<file path="src/rtl/md_seq_ctrl.sv">
// Sequencer for an iterative unsigned multiply/divide unit beside the EX-stage ALU.
// It performs one shift-add or restoring-divide step per cycle and reports the result with a one-cycle done pulse.
module md_seq_ctrl #(
  parameter int WIDTH = 32,
  parameter int CNT_W = 5
) (
  input  logic             clk,
  input  logic             rst_n,
  input  logic             start,
  input  logic [1:0]       op,
  input  logic [WIDTH-1:0] src_a,
  input  logic [WIDTH-1:0] src_b,
  input  logic             flush,
  output logic             busy,
  output logic             stall,
  output logic             done,
  output logic [WIDTH-1:0] result
);

  typedef enum logic [1:0] {
    S_IDLE = 2'b00,
    S_CALC = 2'b01,
    S_DONE = 2'b10
  } state_t;

  localparam logic [1:0] OP_MUL   = 2'b00;
  localparam logic [1:0] OP_MULHU = 2'b01;
  localparam logic [1:0] OP_DIVU  = 2'b10;
  localparam logic [CNT_W-1:0] LAST_ITER = CNT_W'(WIDTH - 1);

  state_t             state_reg, state_next;
  logic               busy_reg, busy_next;
  logic               done_reg, done_next;
  logic [WIDTH-1:0]   result_reg, result_next;

  logic [1:0]         op_reg;
  logic [WIDTH-1:0]   a_reg;
  logic [WIDTH-1:0]   b_reg;
  logic [CNT_W-1:0]   cnt_reg;
  logic [2*WIDTH-1:0] prod_reg;
  logic [WIDTH-1:0]   rem_reg;
  logic [WIDTH-1:0]   quo_reg;

  logic               load;
  logic               step;
  logic               finish;
  logic               div_zero;

  // Multiply step: the product's upper half accumulates and the whole register shifts right.
  logic [WIDTH:0]     mul_sum;
  logic [2*WIDTH-1:0] prod_step;
  // Divide step: bring in the next dividend bit, then try to subtract the divisor.
  logic [WIDTH:0]     div_shift;
  logic [WIDTH+1:0]   div_diff;
  logic [WIDTH-1:0]   rem_step;
  logic [WIDTH-1:0]   quo_step;
  logic               unused_bits;

  assign mul_sum   = {1'b0, prod_reg[2*WIDTH-1:WIDTH]} + (prod_reg[0] ? {1'b0, a_reg} : '0);
  assign prod_step = {mul_sum, prod_reg[WIDTH-1:1]};

  assign div_shift = {rem_reg, quo_reg[WIDTH-1]};
  assign div_diff  = {1'b0, div_shift} - {2'b00, b_reg};
  assign rem_step  = div_diff[WIDTH+1] ? div_shift[WIDTH-1:0] : div_diff[WIDTH-1:0];
  assign quo_step  = {quo_reg[WIDTH-2:0], ~div_diff[WIDTH+1]};
  // After a successful subtract the difference is below the divisor, so bit WIDTH is always zero.
  assign unused_bits = div_diff[WIDTH];

  always_ff @(posedge clk or negedge rst_n) begin
    if (!rst_n) begin
      state_reg <= S_IDLE;
      busy_reg  <= 1'b0;
      done_reg  <= 1'b0;
    end else begin
      state_reg <= state_next;
      busy_reg  <= busy_next;
      done_reg  <= done_next;
    end
  end

  always_comb begin
    state_next = state_reg;
    busy_next  = 1'b0;
    done_next  = 1'b0;
    load       = 1'b0;
    step       = 1'b0;
    finish     = 1'b0;
    div_zero   = 1'b0;
    stall      = 1'b0;
    case (state_reg)
      S_IDLE: begin
        if (start && !flush) begin
          load      = 1'b1;
          stall     = 1'b1;
          busy_next = 1'b1;
          if (op[1] && (src_b == '0)) begin
            div_zero   = 1'b1;
            done_next  = 1'b1;
            state_next = S_DONE;
          end else begin
            state_next = S_CALC;
          end
        end
      end
      S_CALC: begin
        stall = 1'b1;
        if (flush) begin
          state_next = S_IDLE;
        end else begin
          step      = 1'b1;
          busy_next = 1'b1;
          if (cnt_reg == LAST_ITER) begin
            finish     = 1'b1;
            done_next  = 1'b1;
            state_next = S_DONE;
          end
        end
      end
      S_DONE: begin
        // The pulse is already on the output; flush or not, the next cycle is IDLE.
        state_next = S_IDLE;
      end
      default: begin
        state_next = S_IDLE;
      end
    endcase
  end

  always_comb begin
    result_next = result_reg;
    if (div_zero) begin
      result_next = op[0] ? src_a : '1;
    end else if (finish) begin
      case (op_reg)
        OP_MUL:   result_next = prod_step[WIDTH-1:0];
        OP_MULHU: result_next = prod_step[2*WIDTH-1:WIDTH];
        OP_DIVU:  result_next = quo_step;
        default:  result_next = rem_step;
      endcase
    end
  end

  always_ff @(posedge clk or negedge rst_n) begin
    if (!rst_n) begin
      op_reg     <= '0;
      a_reg      <= '0;
      b_reg      <= '0;
      cnt_reg    <= '0;
      prod_reg   <= '0;
      rem_reg    <= '0;
      quo_reg    <= '0;
      result_reg <= '0;
    end else begin
      if (load) begin
        op_reg   <= op;
        a_reg    <= src_a;
        b_reg    <= src_b;
        cnt_reg  <= '0;
        prod_reg <= {{WIDTH{1'b0}}, src_b};
        rem_reg  <= '0;
        quo_reg  <= src_a;
      end else if (step) begin
        cnt_reg  <= cnt_reg + CNT_W'(1);
        prod_reg <= prod_step;
        rem_reg  <= rem_step;
        quo_reg  <= quo_step;
      end
      if (div_zero || finish) begin
        result_reg <= result_next;
      end
    end
  end

  assign busy   = busy_reg;
  assign done   = done_reg;
  assign result = result_reg;

endmodule

</file>
<file path="config.mk">
export PLATFORM = sky130hd
export DESIGN_NAME = md_seq_ctrl
export DESIGN_NICKNAME = d
export VERILOG_FILES = /design/src/rtl/md_seq_ctrl.sv
export SDC_FILE = /design/constraint.sdc
export NUM_CORES = 1
export LEC_CHECK = 0
export CORE_ASPECT_RATIO = 0.9
export CORE_MARGIN = 5
export CORE_UTILIZATION = 35
export DETAILED_ROUTE_END_ITERATION = 8
export SYNTH_ARGS = -nofsm -noshare
export SYNTH_HDL_FRONTEND = slang
export SYNTH_SLANG_ARGS = --single-unit
</file>
<file path="constraint.sdc">
create_clock -name clk -period 3.3 [get_ports clk]
set_input_delay 0.495 -clock clk [delete_from_list [all_inputs] [get_ports clk]]
set_output_delay 0.495 -clock clk [all_outputs]
set_load 0.1 [all_outputs]
</file>
==> metrics.txt <==
final hold slack=406 ps; Syn Nets=about 1800; number of cells on the critical path=13; Avg Vias per Cell=approximately 5.5; max_slew headroom=33.1%; Period Utilization, post-route=95.5%; Worst Tran Pin Value=roughly 1000 ps; share of the synthesized area in the top cell type=roughly two fifths; first-pass GRT wire length=76800 um; final WL=49300 um; Synth area leader=dfrtp_1; WS Path Type=reg2reg; clk root buf=clkbuf_16; Final Util=a little over two fifths; CP Launch Type=flip-flop; r2r endpoint=result[25]; net switching fraction of the power=roughly two fifths; FF+latch count, synth=about 240; DRC errors left=0; slowest cell delay on critical path=460 ps; worst setup path end=result[25]; CTS tree=built; # rows=70; Period minus WS final=3150 ps; Final Hold Viols=0; Die Y=about 200 um; antenna violations before repair=0; Post-Layout Cell Count=2381; Cells after Synth=1676; Hold Path Class=in2async; total grt overflow=0; clk buf depth=3; number of max-cap violations=0; Peak Freq=between 300 and 400 MHz; Chip Width=roughly 220 um; Nets=between 1500 and 2000; Flop pwr share=between 20 and 30%; ys flop type=dfrtp_1; CTS buffer count=27; Max Fanout on Critical Path=25; Post-synth EDFFs=0; # clock sinks=approximately 240; flop2flop setup slack=150 ps; Reg clk slew, reported paths=~60 ps; ys async rst share=100%; routed len/inst=about 21 um; worst clock skew=13.2 ps; Post-DRT Antenna Nets=0; Syn-to-layout area delta=23.2%; Final GP Congestion=a little over 0.9; CTS HTree Levels=1; worst path bufs/invs=2; Synth cell types=slightly below 80; max FFs per register=64; Critical Path End Type=flip-flop; worst path cell trace=buf_6 -> and2_1 -> ha_2 -> and3_4 -> a221oi_4 -> o21ai_2 -> a211oi_2 -> o31ai_1 -> buf_4 -> nand2_1 -> xnor2_1 -> mux4_2 -> a21o_1; depth of the most critical reg-to-reg path=13; VDD IR max=~0.00032 V; Antenna diodes=0; synthesized area per cell=8.52 sq um; largest net degree at the start of global routing=between 100 and 150; RSZ-0062 raised after global routing=false; vias in the first global route=~13000; Synthesis Warnings=0; NetSw=about 5.3 mW; Fillers=4025; critical path's top delay family=compound AO/OA/AOI/OAI gates; Clk pwr share=24.8%; critical path data arrival time=~3600 ps; GR Util All Layers=21.4%; HPWL after DPL=around 36000 um; Worst Setup SP=prod_reg[0]; Detailed Routing Iterations Pass 1=6; pwr dens=756 nW/um^2; Boundary Pins=about 110; share of cells above drive strength 1=about 12%; Initial DRC Count=~1100; Critical Path RT=between 3000 and 4000 ps; Port Buf Inserts=104; Gate power share=between 40% and 50%; Post-Place Cells=between 2000 and 2500; Synth area leaders=dfrtp_1, nand2_1, ha_1; RR Startpoint=prod_reg[0]; Core Area=40500 sq um; vias=~13000; final setup vio count=0; Clock Latency Late Sink=550 ps; Initial Utilization=between 30% and 40%; slowest CP cell=mux4_2; fraction of the yosys area taken by sequential cells=between 40 and 50%; die area=44900 sq um; status=complete, no violations; cell-internal power=around 8.0 mW; max-slew violations=0; post-synthesis cell area=around 14000 sq um; Pleak=8.22 nW
-- layer usage --
layer  part of all wire, %  vias up  track usage (%)
met4                   3.3        0             5.88
met1                    46     6386             31.4
met5                     0        -                0
met3                   7.0       86             3.79
li1                      -     6253                -
met2                    43      489             32.4
-- power groups by stage --
stage	Clock (mW)	Sequential [mW]	Combinational [mW]
5_1_grt	3.47	4.00	6.61
2_1_floorplan	0	3.77	3.83
4_1_cts	3.35	3.92	5.96
3_3_place_gp	0	3.96	5.87
6_report	3.29	3.93	6.06
3_5_place_dp	0	3.96	5.93
-- logic make-up (layout without fill, tap and decap cells) --
logic type | after synthesis | after routing | synth area share [%]
fa+ha+maj | 68 | 68 | 6.07
mux | 42 | 42 | 3.09
buf+inv | 178 | 343 | 4.84
simple gates | 595 | 595 | 19.1
xor+xnor | 54 | 54 | 3.31
compound gates | 504 | 504 | 22.4
flops | 235 | 235 | 41.2
-- repair_timing --
item                                    in CTS  in global routing
pin swaps                                    0                  4
setup buffers                                0                  0
endpoints found under the hold margin       29                  0
endpoints found under the setup margin       5                 31
gates resized for setup                      1                 24
hold buffers                                 1                  0
-- layout make-up --
type	instances	area, sq um	area share [%]
Timing Repair Buffer	217	1940	11.1
Sequential cell	235	5880	33.5
Inverter	77	289	1.64
Clock inverter	15	230	1.31
Clock buffer	34	732	4.16
Multi-Input combinational cell	1263	7830	44.5
Tap cell	540	676	3.84
-- synthesized netlist by cell type (18+ instances only) --
master and instances:
nor2_1 63, or3_1 18, a22oi_1 23, o21ai_0 158
mux2i_1 37, nand3_1 63, xor2_1 20, clkbuf_1 82
a21o_1 23, ha_1 66, xnor2_1 34, a21oi_1 114
and2_1 38, a211oi_1 20, a22o_1 34, nor3_1 21
nand2_1 310, a31oi_1 30, dfrtp_1 235, inv_1 77
-- placed cells by master, fill, tap and decap left out, types with 5 or more instances in the layout --
| cell type | netlist | layout |
|---|---|---|
| nand2_1 | 310 | 310 |
| dfrtp_1 | 235 | 234 |
| o21ai_0 | 158 | 156 |
| buf_4 | 2 | 130 |
| a21oi_1 | 114 | 112 |
| inv_1 | 77 | 77 |
| clkdlybuf4s50_1 | 0 | 75 |
| ha_1 | 66 | 64 |
| nand3_1 | 63 | 63 |
| nor2_1 | 63 | 61 |
| mux2i_1 | 37 | 37 |
| and2_1 | 38 | 36 |
| a22o_1 | 34 | 34 |
| xnor2_1 | 34 | 34 |
| a31oi_1 | 30 | 28 |
| clkbuf_16 | 0 | 27 |
| a21o_1 | 23 | 23 |
| a22oi_1 | 23 | 23 |
| xor2_1 | 20 | 20 |
| nor3_1 | 21 | 20 |
| or3_1 | 18 | 18 |
| a211oi_1 | 20 | 18 |
| nor2b_1 | 17 | 17 |
| and3_1 | 15 | 14 |
| nand4_1 | 13 | 13 |
| o211ai_1 | 11 | 11 |
| o21bai_1 | 11 | 11 |
| o21a_1 | 11 | 11 |
| nor4_1 | 10 | 9 |
| buf_12 | 0 | 9 |
| o31ai_1 | 8 | 8 |
| clkinv_2 | 0 | 7 |
| nand2b_1 | 6 | 6 |
| o221ai_1 | 6 | 6 |
| bufinv_16 | 0 | 6 |
| nand3b_1 | 5 | 5 |
| nor3b_1 | 5 | 5 |
-- how the worst min path moves through the flow --
| stage | from | endpoint | slack, ps | depth (start not counted) |
|---|---|---|---|---|
| after floorplan | rst_n | a_reg[0] | 200 | 0 |
| after global placement | rst_n | b_reg[26] | 380 | 1 |
| after detailed placement | rst_n | b_reg[27] | 380 | 1 |
| after CTS | rst_n | b_reg[22] | 400 | 2 |
| after global routing | rst_n | b_reg[27] | 430 | 2 |
| final | rst_n | b_reg[27] | 410 | 2 |
-- through the flow --
step	cell area, sq um	TNS (ps)	total power, mW	setup WS, ps
2_1_floorplan	14300	0	7.60	46.4
3_3_place_gp	16500	0	9.83	29.3
3_5_place_dp	16500	-78.7	9.89	-58.5
4_1_cts	17500	0	13.2	3.66
5_1_grt	17600	0	14.1	5.55
6_report	17600	0	13.3	148
Note: power is estimated with default switching activity, not from simulation.
